$ cat src/rtl/cpu_pkg.sv
// Shared CPU definitions: func3 access encodings, common constants and the
// data-memory controller state type.
package cpu_pkg;

   localparam logic [2:0] OP_LB  = 3'b000;
   localparam logic [2:0] OP_LH  = 3'b001;
   localparam logic [2:0] OP_LW  = 3'b010;
   localparam logic [2:0] OP_LBU = 3'b100;
   localparam logic [2:0] OP_LHU = 3'b101;
   localparam logic [2:0] OP_SB  = 3'b000;
   localparam logic [2:0] OP_SH  = 3'b001;
   localparam logic [2:0] OP_SW  = 3'b010;

   localparam logic [31:0] ZeroWord = 32'h0000_0000;
   localparam int WstrbWidth = 4;

   localparam logic [1:0] SIZE_BYTE = 2'b00;
   localparam logic [1:0] SIZE_HALF = 2'b01;
   localparam logic [1:0] SIZE_WORD = 2'b10;

   typedef enum logic [1:0] {
      DMEM_IDLE = 2'b00,
      DMEM_REQ  = 2'b01,
      DMEM_RESP = 2'b10,
      DMEM_DONE = 2'b11
   } dmem_state_e;

   // Unknown encodings fall back to a full-word access.
   function automatic logic [1:0] access_size(input logic [2:0] func3);
      logic [1:0] size;
      case (func3[1:0])
         2'b00:   size = SIZE_BYTE;
         2'b01:   size = SIZE_HALF;
         default: size = SIZE_WORD;
      endcase
      return size;
   endfunction

endpackage

$ cat src/rtl/dmem_fmt.sv
// Combinational access formatter: byte strobes, misalignment check and
// load-data extraction with sign/zero extension.
module dmem_fmt
   import cpu_pkg::*;
#(
   parameter int DataWidth = 32
) (
   input  logic [2:0]            func3,
   input  logic [1:0]            addr_lo,
   input  logic [DataWidth-1:0]  word,
   output logic [WstrbWidth-1:0] wstrb,
   output logic                  misalign,
   output logic [DataWidth-1:0]  load_data
);

   logic [7:0]  byte_s;
   logic [15:0] half_s;

   // Strobe pattern and alignment rule follow the access size.
   always_comb begin
      wstrb    = 4'b0000;
      misalign = 1'b0;
      case (access_size(func3))
         SIZE_BYTE: begin
            wstrb    = 4'b0001 << addr_lo;
            misalign = 1'b0;
         end
         SIZE_HALF: begin
            wstrb    = 4'b0011 << {addr_lo[1], 1'b0};
            misalign = addr_lo[0];
         end
         default: begin
            wstrb    = 4'b1111;
            misalign = (addr_lo != 2'b00);
         end
      endcase
   end

   // Lane selection then extension of the raw bus word.
   always_comb begin
      case (addr_lo)
         2'b00:   byte_s = word[7:0];
         2'b01:   byte_s = word[15:8];
         2'b10:   byte_s = word[23:16];
         2'b11:   byte_s = word[31:24];
         default: byte_s = word[7:0];
      endcase
      if (addr_lo[1]) begin
         half_s = word[31:16];
      end else begin
         half_s = word[15:0];
      end
      case (func3)
         OP_LB:   load_data = {{(DataWidth-8){byte_s[7]}}, byte_s};
         OP_LH:   load_data = {{(DataWidth-16){half_s[15]}}, half_s};
         OP_LBU:  load_data = {{(DataWidth-8){1'b0}}, byte_s};
         OP_LHU:  load_data = {{(DataWidth-16){1'b0}}, half_s};
         default: load_data = word;
      endcase
   end

endmodule

$ cat src/rtl/dmem_ctrl.sv
// Data-memory access controller: one load/store per instruction over a
// valid/ready request plus response wait, with pipeline stall and error flags.
module dmem_ctrl
   import cpu_pkg::*;
#(
   parameter int AddrWidth   = 32,
   parameter int DataWidth   = 32,
   parameter int RespTimeout = 255
) (
   input  logic                  clk,
   input  logic                  rstn,
   input  logic                  data_read_i,
   input  logic                  data_write_i,
   input  logic [2:0]            func3_i,
   input  logic [AddrWidth-1:0]  data_addr_i,
   input  logic [DataWidth-1:0]  data_wdata_i,
   output logic                  stall_o,
   output logic [DataWidth-1:0]  rdata_o,
   output logic                  rdata_valid_o,
   output logic                  misalign_o,
   output logic                  bus_err_o,
   output logic                  req_valid_o,
   input  logic                  req_ready_i,
   output logic                  req_write_o,
   output logic [AddrWidth-1:0]  req_addr_o,
   output logic [WstrbWidth-1:0] req_wstrb_o,
   output logic [DataWidth-1:0]  req_wdata_o,
   input  logic                  resp_valid_i,
   input  logic [DataWidth-1:0]  resp_data_i,
   input  logic                  resp_err_i
);

   localparam int CntWidth = (RespTimeout < 1) ? 1 : $clog2(RespTimeout + 1);

   dmem_state_e           state_r;
   logic [2:0]            func3_r;
   logic [1:0]            addr_lo_r;
   logic                  write_r;
   logic [CntWidth-1:0]   cnt_r;
   logic                  req_valid_r;
   logic [AddrWidth-1:0]  req_addr_r;
   logic [WstrbWidth-1:0] req_wstrb_r;
   logic [DataWidth-1:0]  req_wdata_r;
   logic [DataWidth-1:0]  rdata_r;
   logic                  rdata_valid_r;
   logic                  bus_err_r;

   logic [WstrbWidth-1:0] req_wstrb_s;
   logic                  req_misalign_s;
   logic [DataWidth-1:0]  req_load_s;
   logic [WstrbWidth-1:0] rsp_wstrb_s;
   logic                  rsp_misalign_s;
   logic [DataWidth-1:0]  rsp_load_s;
   logic                  one_req_s;
   logic                  start_s;
   logic                  stall_s;
   logic                  unused_s;

   dmem_fmt #(.DataWidth(DataWidth)) u_req_fmt (
      .func3     (func3_i),
      .addr_lo   (data_addr_i[1:0]),
      .word      (ZeroWord),
      .wstrb     (req_wstrb_s),
      .misalign  (req_misalign_s),
      .load_data (req_load_s)
   );

   dmem_fmt #(.DataWidth(DataWidth)) u_rsp_fmt (
      .func3     (func3_r),
      .addr_lo   (addr_lo_r),
      .word      (resp_data_i),
      .wstrb     (rsp_wstrb_s),
      .misalign  (rsp_misalign_s),
      .load_data (rsp_load_s)
   );

   assign unused_s  = ^{req_load_s, rsp_wstrb_s, rsp_misalign_s};
   assign one_req_s = data_read_i ^ data_write_i;
   assign start_s   = (state_r == DMEM_IDLE) && one_req_s && !req_misalign_s;

   // Stall covers the accepting IDLE cycle and the whole bus wait.
   always_comb begin
      stall_s = 1'b0;
      case (state_r)
         DMEM_IDLE: stall_s = start_s;
         DMEM_REQ:  stall_s = 1'b1;
         DMEM_RESP: stall_s = 1'b1;
         DMEM_DONE: stall_s = 1'b0;
         default:   stall_s = 1'b0;
      endcase
   end

   assign stall_o       = stall_s;
   assign misalign_o    = (state_r == DMEM_IDLE) && one_req_s && req_misalign_s;
   assign req_valid_o   = req_valid_r;
   assign req_write_o   = write_r;
   assign req_addr_o    = req_addr_r;
   assign req_wstrb_o   = req_wstrb_r;
   assign req_wdata_o   = req_wdata_r;
   assign rdata_o       = rdata_r;
   assign rdata_valid_o = rdata_valid_r;
   assign bus_err_o     = bus_err_r;

   // Transaction FSM with registered bus payload and result pulses.
   always_ff @(posedge clk or negedge rstn) begin
      if (!rstn) begin
         state_r       <= DMEM_IDLE;
         func3_r       <= 3'b000;
         addr_lo_r     <= 2'b00;
         write_r       <= 1'b0;
         cnt_r         <= {CntWidth{1'b0}};
         req_valid_r   <= 1'b0;
         req_addr_r    <= {AddrWidth{1'b0}};
         req_wstrb_r   <= {WstrbWidth{1'b0}};
         req_wdata_r   <= {DataWidth{1'b0}};
         rdata_r       <= {DataWidth{1'b0}};
         rdata_valid_r <= 1'b0;
         bus_err_r     <= 1'b0;
      end else begin
         case (state_r)
            DMEM_IDLE: begin
               if (start_s) begin
                  state_r     <= DMEM_REQ;
                  req_valid_r <= 1'b1;
                  write_r     <= data_write_i;
                  func3_r     <= func3_i;
                  addr_lo_r   <= data_addr_i[1:0];
                  req_addr_r  <= {data_addr_i[AddrWidth-1:2], 2'b00};
                  req_wstrb_r <= data_write_i ? req_wstrb_s : {WstrbWidth{1'b0}};
                  req_wdata_r <= data_write_i ? data_wdata_i : ZeroWord;
               end
            end
            DMEM_REQ: begin
               if (req_ready_i) begin
                  state_r     <= DMEM_RESP;
                  req_valid_r <= 1'b0;
                  cnt_r       <= {CntWidth{1'b0}};
               end
            end
            DMEM_RESP: begin
               if (resp_valid_i) begin
                  state_r       <= DMEM_DONE;
                  rdata_valid_r <= !write_r;
                  bus_err_r     <= resp_err_i;
                  if (!write_r) begin
                     rdata_r <= resp_err_i ? ZeroWord : rsp_load_s;
                  end
               end else if (cnt_r == CntWidth'(RespTimeout)) begin
                  state_r       <= DMEM_DONE;
                  rdata_valid_r <= !write_r;
                  bus_err_r     <= 1'b1;
                  if (!write_r) begin
                     rdata_r <= ZeroWord;
                  end
               end else begin
                  cnt_r <= cnt_r + CntWidth'(1);
               end
            end
            DMEM_DONE: begin
               // The MEM request still visible here is the finished one.
               state_r       <= DMEM_IDLE;
               rdata_valid_r <= 1'b0;
               bus_err_r     <= 1'b0;
            end
            default: begin
               state_r       <= DMEM_IDLE;
               req_valid_r   <= 1'b0;
               rdata_valid_r <= 1'b0;
               bus_err_r     <= 1'b0;
            end
         endcase
      end
   end

endmodule
$ cat config.mk
export PLATFORM = sky130hd
export DESIGN_NAME = dmem_ctrl
export DESIGN_NICKNAME = d
export VERILOG_FILES = /design/src/rtl/cpu_pkg.sv /design/src/rtl/dmem_fmt.sv /design/src/rtl/dmem_ctrl.sv
export SDC_FILE = /design/constraint.sdc
export NUM_CORES = 1
export LEC_CHECK = 0
export BUFFER_PORTS_ARGS = -buffer_cell sky130_fd_sc_hd__buf_4
export CORE_MARGIN = 4
export CORE_UTILIZATION = 46
export CTS_CLUSTER_SIZE = 30
export DETAILED_ROUTE_END_ITERATION = 7
export PLACE_DENSITY = 0.78
export SETUP_SLACK_MARGIN = 0.15
export SLEW_MARGIN = 20
export SYNTH_ARGS = -nofsm -noshare
export SYNTH_HDL_FRONTEND = slang
export SYNTH_HIERARCHICAL = 1
export SYNTH_SLANG_ARGS = --single-unit
$ cat constraint.sdc
create_clock -name clk -period 2 [get_ports clk]
set_input_delay 0.2 -clock clk [delete_from_list [all_inputs] [get_ports clk]]
set_output_delay 0.2 -clock clk [all_outputs]
set_load 0.02 [all_outputs]
## Yosys cells after proc, flatten, opt, wreduce, memory -nomap -nowiden

Index checks and enable logic that the tools add are counted.

- Reduce and logical (&&, ||, !) cells: 22
- Bitwise operators: 2
- Muxes and demuxes: 32
- Shift-type cells: 2
- $add $sub $neg: 1
- Eq/ne operators: 17

Operator list:

| kind | count |
|---|---|
| $mux 32 | 6 |
| $pmux 32 s4 | 1 |
| $pmux 8 s4 | 1 |
| $mux 8 | 3 |
| $mux 16 | 1 |
| $pmux 8 s2 | 1 |
| $reduce_bool 2->1 | 5 |
| $reduce_and 3->1 | 3 |
| $add 8x1->8 const B | 1 |
| $eq 2x1->1 const B | 4 |
| $eq 2x2->1 const B | 4 |
| $eq 8x8->1 const B | 1 |
| $logic_not 2->1 | 4 |
| $mux 2 | 4 |
| $ne 2x2->1 const B | 4 |
| $pmux 1 s2 | 4 |
| $pmux 2 s4 | 1 |
| $pmux 4 s2 | 1 |
| $eq 3x3->1 const B | 2 |
| $mux 1 | 6 |
| $mux 4 | 1 |
| $pmux 2 s2 | 1 |
| $reduce_and 2->1 | 2 |
| $reduce_and 4->1 | 1 |
| other kinds (11) | 14 |

- Flip-flop bits (word level): 117
- Bits of input ports: 106

## Depth between registers and ports, before layout

Gate-level depths: netlist of the first run.

- Depth after elaboration: 8
- Mapped depth: 10
- Gate-level depth less buffers: 6

## Modules after synthesis

Netlist of the first run, hierarchy kept.

By module, submodules not included:

| module | sequential area each (µm²) | area an instance (µm²) | cells an instance | times used |
|---|---|---|---|---|
| dmem_ctrl | 2,927.8 | 4,835.9 | 414 | 1 |
| dmem_fmt | 0.0 | 684.4 | 124 | 2 |

## Worst setup path before layout of the first run

No wires, ideal clock.

- Kind: input port to output port
- Start point: input port func3_i[1]
- End point: output port stall_o
- Data required time: 1.800 ns
- Arrival time: 2.007 ns
- Buffers on the path: 5
- Cell stages on the path: 9
- Path slack: -0.207 ns
- Path through: buf_2 > clkbuf_1 > a21oi_1 > nor2_1 > nand3b_1 > clkbuf_1 > buf_2 > clkbuf_1 > o21ai_0

- Cells in the longest elaborated chain, start to end: 7
- Elaborated cells on any way between the ends: 9
- Those cells by class: eq/ne: 2; mux: 3; reduce/logical: 4

Ends and longest elaborated chain:

| element | line | source |
|---|---|---|
| start: declaration | dmem_ctrl.sv:14 | `input logic [2:0] func3_i,` |
| $eq 2x1->1 or $logic_not 2->1 (tied branches) | cpu_pkg.sv:31 | `case (func3[1:0])` |
| $pmux 2 s2 * | cpu_pkg.sv:31 |  |
| $eq 2x1->1 or $logic_not 2->1 (tied branches) | dmem_fmt.sv:23 | `case (access_size(func3))` |
| $pmux 1 s2 * | dmem_fmt.sv:23 |  |
| named net req_misalign_s | dmem_ctrl.sv:49 | `logic req_misalign_s;` |
| $logic_not 1->1 * | dmem_ctrl.sv:79 | `assign start_s = (state_r == DMEM_IDLE) && one_req_s && !req_misalign_s;` |
| $logic_and 1x1->1 * | dmem_ctrl.sv:79 |  |
| $pmux 1 s3 * | dmem_ctrl.sv:84 | `case (state_r)` |
| end: declaration | dmem_ctrl.sv:17 | `output logic stall_o,` |

The timed path passes the listed nets; every way through them passes the cells marked *.

## Final worst setup path of the first run

- Start point: register cnt_r[4]
- End point: register rdata_r[10], in the netlist rdata_o[10]

- Cells in the longest elaborated chain, start to end: 3

Ends and longest elaborated chain:

| element | line | source |
|---|---|---|
| start: declaration | dmem_ctrl.sv:39 | `logic [CntWidth-1:0] cnt_r;` |
| start signal: assignment | dmem_ctrl.sv:111 | `cnt_r <= {CntWidth{1'b0}};` |
| start signal: assignment | dmem_ctrl.sv:137 | `cnt_r <= {CntWidth{1'b0}};` |
| start signal: assignment | dmem_ctrl.sv:156 | `cnt_r <= cnt_r + CntWidth'(1);` |
| $eq 8x8->1 | dmem_ctrl.sv:148 | `end else if (cnt_r == CntWidth'(RespTimeout)) begin` |
| $reduce_bool 2->1 (no line) | - |  |
| $reduce_and 3->1 (no line) | - |  |
| end signal: assignment | dmem_ctrl.sv:116 | `rdata_r <= {DataWidth{1'b0}};` |
| end signal: assignment | dmem_ctrl.sv:146 | `rdata_r <= resp_err_i ? ZeroWord : rsp_load_s;` |
| end signal: assignment | dmem_ctrl.sv:153 | `rdata_r <= ZeroWord;` |
| end: declaration | dmem_ctrl.sv:44 | `logic [DataWidth-1:0] rdata_r;` |

No other way between the ends.
A chain may end at the register's enable or synchronous reset.

==> results.yml, run 1 <==
logic_synthesis:
  yosysWarnings: 6
  syn_area_mm2: 0.00558
  syn_avg_cell_area_um2: 10.2
  synthCells: 549
critical_path:
  cp.required_ns: 2.30
  r2r_start: "cnt_r[4]"
  worstSetupEndpointType: "flip-flop"
  worstPathCellList: "and4_4, a41oi_2, or3b_1, buf_4, a22o_1"
  cp_slowest_cell: "dfrtp_1"
  critPathLaunchType: "flip-flop"
  ff2ff_setup_slack_ns: 0.20
  r2r_end: "rdata_o[10]"
  arrival_ns: 2.10
  critPathKind: "flip-flop to flip-flop"
  critPathLaunch: "cnt_r[4]"
  cpPeakStageDelay_ns: 0.44
  crit_path_end: "rdata_o[10]"
  path_max_fanout: 32
  reg2reg_depth: 5
floorplan:
  die_y_um: 118
  die_w_um: 118
  num_io_pins: 212
  initial_core_util_pct: 47.8
  num_rows: 39
  dieArea_mm2: 0.0140
  core_area_mm2: 0.0117
cells_and_area:
  final_cell_mix: "buf_4, nand2_1, dfrtp_1"
  drive_gt1_share_pct: 35.6
  final-seq-area_mm2: 0.00293
  postLayoutCellArea_mm2: 0.00819
  fillers: 838
  layout_commonest_cell: "buf_4"
  fin_nets: 888
  post-route-util_pct: 70.3
  antenna_cells: 0
  multiInputGateArea_mm2: 0.00242
  areaGrowthSynthToFinish_pct: 46.9
global_routing:
  grt_max_degree: 71
  grt_pass1_vias: 5180
  antenna_found_initial: 0
  grt_pass1_wl_um: 26100
  grt_overflow: 0
  grt_use_total_pct: 23.1
timing:
  fmax_mhz: 556
  grt_setup_unrepaired: "yes"
  period_share_pct: 90.0
  finalSetupTns_ns: 0
  setup_viol: 0
  setup_ws_ns: 0.200
  fin_crit_ns: 1.80
  hold_ws_ns: 0.0133
  drv_slew: 0
  clock_skew_ns: 0.00691
  hold_viol_final: 0
hold_path:
  hold_path_depth: 2
  hp-class: "primary input to flip-flop"
  min-delay-start: "data_addr_i[11]"
clocking:
  cts.path.max_buffers: 2
  htree_levels: 4
  clkSinkCount: 117
  clk_pin_slew_worst_paths_ns: 0.05
  clock_latency_ns: 0.41
  cts_tree: "yes"
  cts_inserted_buffers: 17
  cts-root-buf: "clkbuf_16"
placed_design:
  dpl.hpwl_um: 11300
  placed_cell_area_mm2: 0.00725
  place.gp.congestion: 0.895
  numPortBuffers: 209
  place_ws_ns: 0.184
pwr:
  pwr_density_cell_mw_per_mm2: 1600
  p_leak_nw: 4.13
  ir_worst_vdd_mv: 0.957
drt:
  drt_pass1_iterations: 5
  drc_errors: 0
  final_antenna_net_count: 0
  post_drt_wl_per_cell_um: 17.4
  wirelength_um: 16200
  viasPerCell: 5.39
  vias: 5025
  drt_iter0_markers: 382
outcome:
  status: "complete, no violations"
run:
  cap_violations: 0
## state kept, by name (all words and copies together), names as in the netlist
name and cells:
addr_lo_r 2, bus_err_o 1, cnt_r 8, func3_r 3, rdata_o 32, rdata_valid_o 1
req_addr_o 30, req_valid_o 1, req_wdata_o 32, req_write_o 1, req_wstrb_o 4, state_r 2
## cell type report
cell class	count	area share (%)
sequential	117	35.8
multi-input combinational	378	29.5
timing repair buffer	254	24.8
clock buffer	22	5.54
tap	143	2.18
clock inverter	10	1.88
inverter	8	0.366
## routing by layer
metal | track usage, % | vias to the layer above | share of wire [%]
met5 | 0 | - | 0
met4 | 8.79 | 0 | 1.7
met3 | 9.26 | 25 | 10
met2 | 38.5 | 256 | 49
met1 | 27.0 | 2390 | 39
li1 | - | 2354 | -
## how the worst min path moves through the flow
stage / slack (ns) / end
finish: 0.01 / req_addr_o[11]
global route: 0.006 / req_addr_o[25]
CTS: 0.0008 / req_addr_o[11]
detailed placement: 0.22 / rdata_o[24]
global placement: 0.22 / rdata_o[18]
floorplan: -0.1 / addr_lo_r[0]
## metrics by stage
stage	total power, mW	instances
floorplan	7.38	550
CTS	13.0	930
detailed placement	9.77	870
finish	13.1	932
global route	13.8	932
global placement	9.56	870
## power by group
part | switching, mW | total (mW) | internal [mW]
Combinational | 3.23 | 5.85 | 2.62
Sequential | 0.734 | 4.10 | 3.36
Clock | 1.05 | 3.16 | 2.11
## repair_timing
| item | in CTS | in global routing |
|---|---|---|
| gates resized for setup | 2 | 9 |
| pin swaps | 0 | 0 |
| hold endpoints to repair | 144 | 0 |
| hold buffers | 28 | 0 |
| buffers inserted | 0 | 2 |
| endpoints found under the setup margin | 1 | 41 |
## critical path, delay by kind of cell (launching register included)
kind | cells | cell delay, ns
AOI/OAI and AO/OA | 2 | 0.35
buffers and inverters | 1 | 0.25
DFF | 1 | 0.44
and+or+nand+nor | 2 | 0.65
No activity file was read; power rests on OpenSTA's default activity.
==> run 2, diff against run 1 <==
- CORE_UTILIZATION: 46 -> 54
- PLACE_DENSITY: 0.78 -> 0.86
- clock period: 2 -> 2.3 ns (I/O delays scaled with it)
==> run 2 against run 1 <==
  * Via count rose by 10%
  * Critical path depth unchanged
  * Non-clock buffer count rose by 31
  * Die area down 14%
  * Sequential power shrank 11%
==> results.yml, run 2 (synthesized netlist as in run 1, its figures left out) <==
timing:
  fin_crit_ns: 2.05
  relSlewSlack_pct: 60.4
  grt_setup_unrepaired: "no"
  drv_slew: 0
  setup_viol: 0
  period_share_pct: 89.0
  hold_viol_final: 0
  setup_ws_ns: 0.252
  clock_skew_ns: 0.00999
  worst_pin_slew_ns: 0.579
  hold_ws_ns: 0.0609
  finalSetupTns_ns: 0
  fmax_mhz: 488
critical_path:
  critPathLaunchType: "flip-flop"
  arrival_ns: 1.82
  r2r_end: "rdata_o[31]"
  critPathKind: "flip-flop to output pin"
  path_max_fanout: 4
  cpPeakStageDelay_ns: 0.41
  worstPathCellList: "inv_1, ha_2, inv_1, o21ai_0, buf_4"
  worstSetupEndpointType: "output pin"
  ff2ff_setup_slack_ns: 0.37
  crit_top_cell: "inv_1"
  cp.required_ns: 2.07
  critPathLaunch: "state_r[0]"
  reg2reg_depth: 6
  cp_slowest_cell: "dfrtp_1"
  crit_path_end: "stall_o"
  r2r_start: "state_r[0]"
hold_path:
  hp-class: "primary input to flip-flop"
clocking:
  cts_tree: "yes"
  clkSinkCount: 117
  htree_levels: 4
  cts_inserted_buffers: 17
  clk_pin_slew_worst_paths_ns: 0.06
  cts.path.max_buffers: 2
  clock_latency_ns: 0.51
  post-cts-setup-buffer-count: 0
  cts-root-buf: "clkbuf_8"
global_routing:
  grt_pass1_vias: 5819
  grt_max_degree: 109
  grt_overflow: 0
  grt_use_total_pct: 33.9
  antenna_found_initial: 2
  grt_pass1_wl_um: 30600
cells_and_area:
  areaGrowthSynthToFinish_pct: 50.2
  drive_gt1_share_pct: 31.9
  layout_commonest_cell: "buf_4"
  post-route-util_pct: 84.6
  final_cell_mix: "buf_4, nand2_1, dfrtp_1"
  fin_nets: 919
  fillers: 540
drt:
  vias: 5527
  drt_iter0_markers: 479
  drc_errors: 0
  post_drt_wl_per_cell_um: 20.8
  wirelength_um: 19800
  drt_pass1_iterations: 5
  viasPerCell: 5.79
  final_antenna_net_count: 0
pwr:
  pwr_density_cell_mw_per_mm2: 1340
  ir_worst_vdd_mv: 0.889
  p_leak_nw: 4.21
floorplan:
  initial_core_util_pct: 56.3
  die_w_um: 110
  num_rows: 36
  core_area_mm2: 0.00991
  die_y_um: 110
  dieArea_mm2: 0.0120
  num_io_pins: 212
run:
  cap_violations: 0
placed_design:
  place_ws_ns: 0.338
  place.gp.congestion: 0.841
  dpl.hpwl_um: 11000
  numPortBuffers: 209
outcome:
  status: "complete, no violations"
-- run 2: cell count changes in the layout (fill, tap and decap cells not counted), moves of 3 or more --
cell	previous run	this run
buf_4	221	215
bufinv_16	4	1
clkbuf_1	4	7
dlygate4sd3_1	28	68
ha_1	2	5
-- run 2: worst min-delay path by stage --
stage | from | end | slack (ns) | cells past startpoint
after global placement | rstn | bus_err_o | 0.24 | 1
final | resp_data_i[14] | rdata_o[14] | 0.06 | 4
after detailed placement | rstn | rdata_valid_o | 0.25 | 1
after floorplan | rstn | addr_lo_r[0] | -0.07 | 0
after CTS | resp_data_i[30] | rdata_o[30] | 0.05 | 4
after global routing | resp_data_i[30] | rdata_o[30] | 0.06 | 4
-- run 2: layout make-up --
| cell class | instances | area (um^2) | share of cell area [%] |
|---|---|---|---|
| clock inverters | 5 | 50.0 | 0.597 |
| diodes | 2 | 5.00 | 0.0597 |
| clock buffers | 26 | 468 | 5.58 |
| multi-input cells | 378 | 2400 | 28.6 |
| inverters | 8 | 30.0 | 0.358 |
| flip-flops and latches | 117 | 2930 | 34.9 |
| well taps | 133 | 166 | 1.99 |
| repair buffers | 285 | 2330 | 27.9 |
-- run 2: power by group --
group	internal [mW]	switching, mW	total (mW)	leakage [nW]
Sequential	2.92	0.725	3.65	1.50
Clock	1.48	0.909	2.38	0.257
Combinational	2.21	2.95	5.16	2.45
Total	6.60	4.59	11.2	4.21
-- run 2: worst max-delay path: cells and delay by family (launching register included) --
family | cells | cell delay (ns)
buffers and inverters | 3 | 0.34
AO/OA/AOI/OAI | 1 | 0.24
adder cells (fa/ha/maj) | 1 | 0.31
flip-flops | 1 | 0.41
-- run 2: per-layer routing --
layer	track usage, %	part of all wire [%]	vias up	wire length, um
met1	39.6	37	2671	7250
met4	17.5	4.0	0	801
li1	-	-	2424	-
met5	0	0	-	0
met3	10.5	9.9	64	1950
met2	56.1	50	368	9830
-- run 2: through the flow --
step	total power [mW]	cells	instance area [um^2]
2_1_floorplan	6.41	550	5580
4_1_cts	10.9	952	8370
3_5_place_dp	8.43	853	7170
5_1_grt	11.7	954	8380
6_report	11.2	954	8380
3_3_place_gp	8.24	853	7170
-- run 2: what timing repair did --
item / 4_1_cts / 5_1_grt
hold endpoints to repair: 106 / 0
setup endpoints to repair: 0 / 1
hold buffers: 68 / 0
resized for setup: 0 / 1
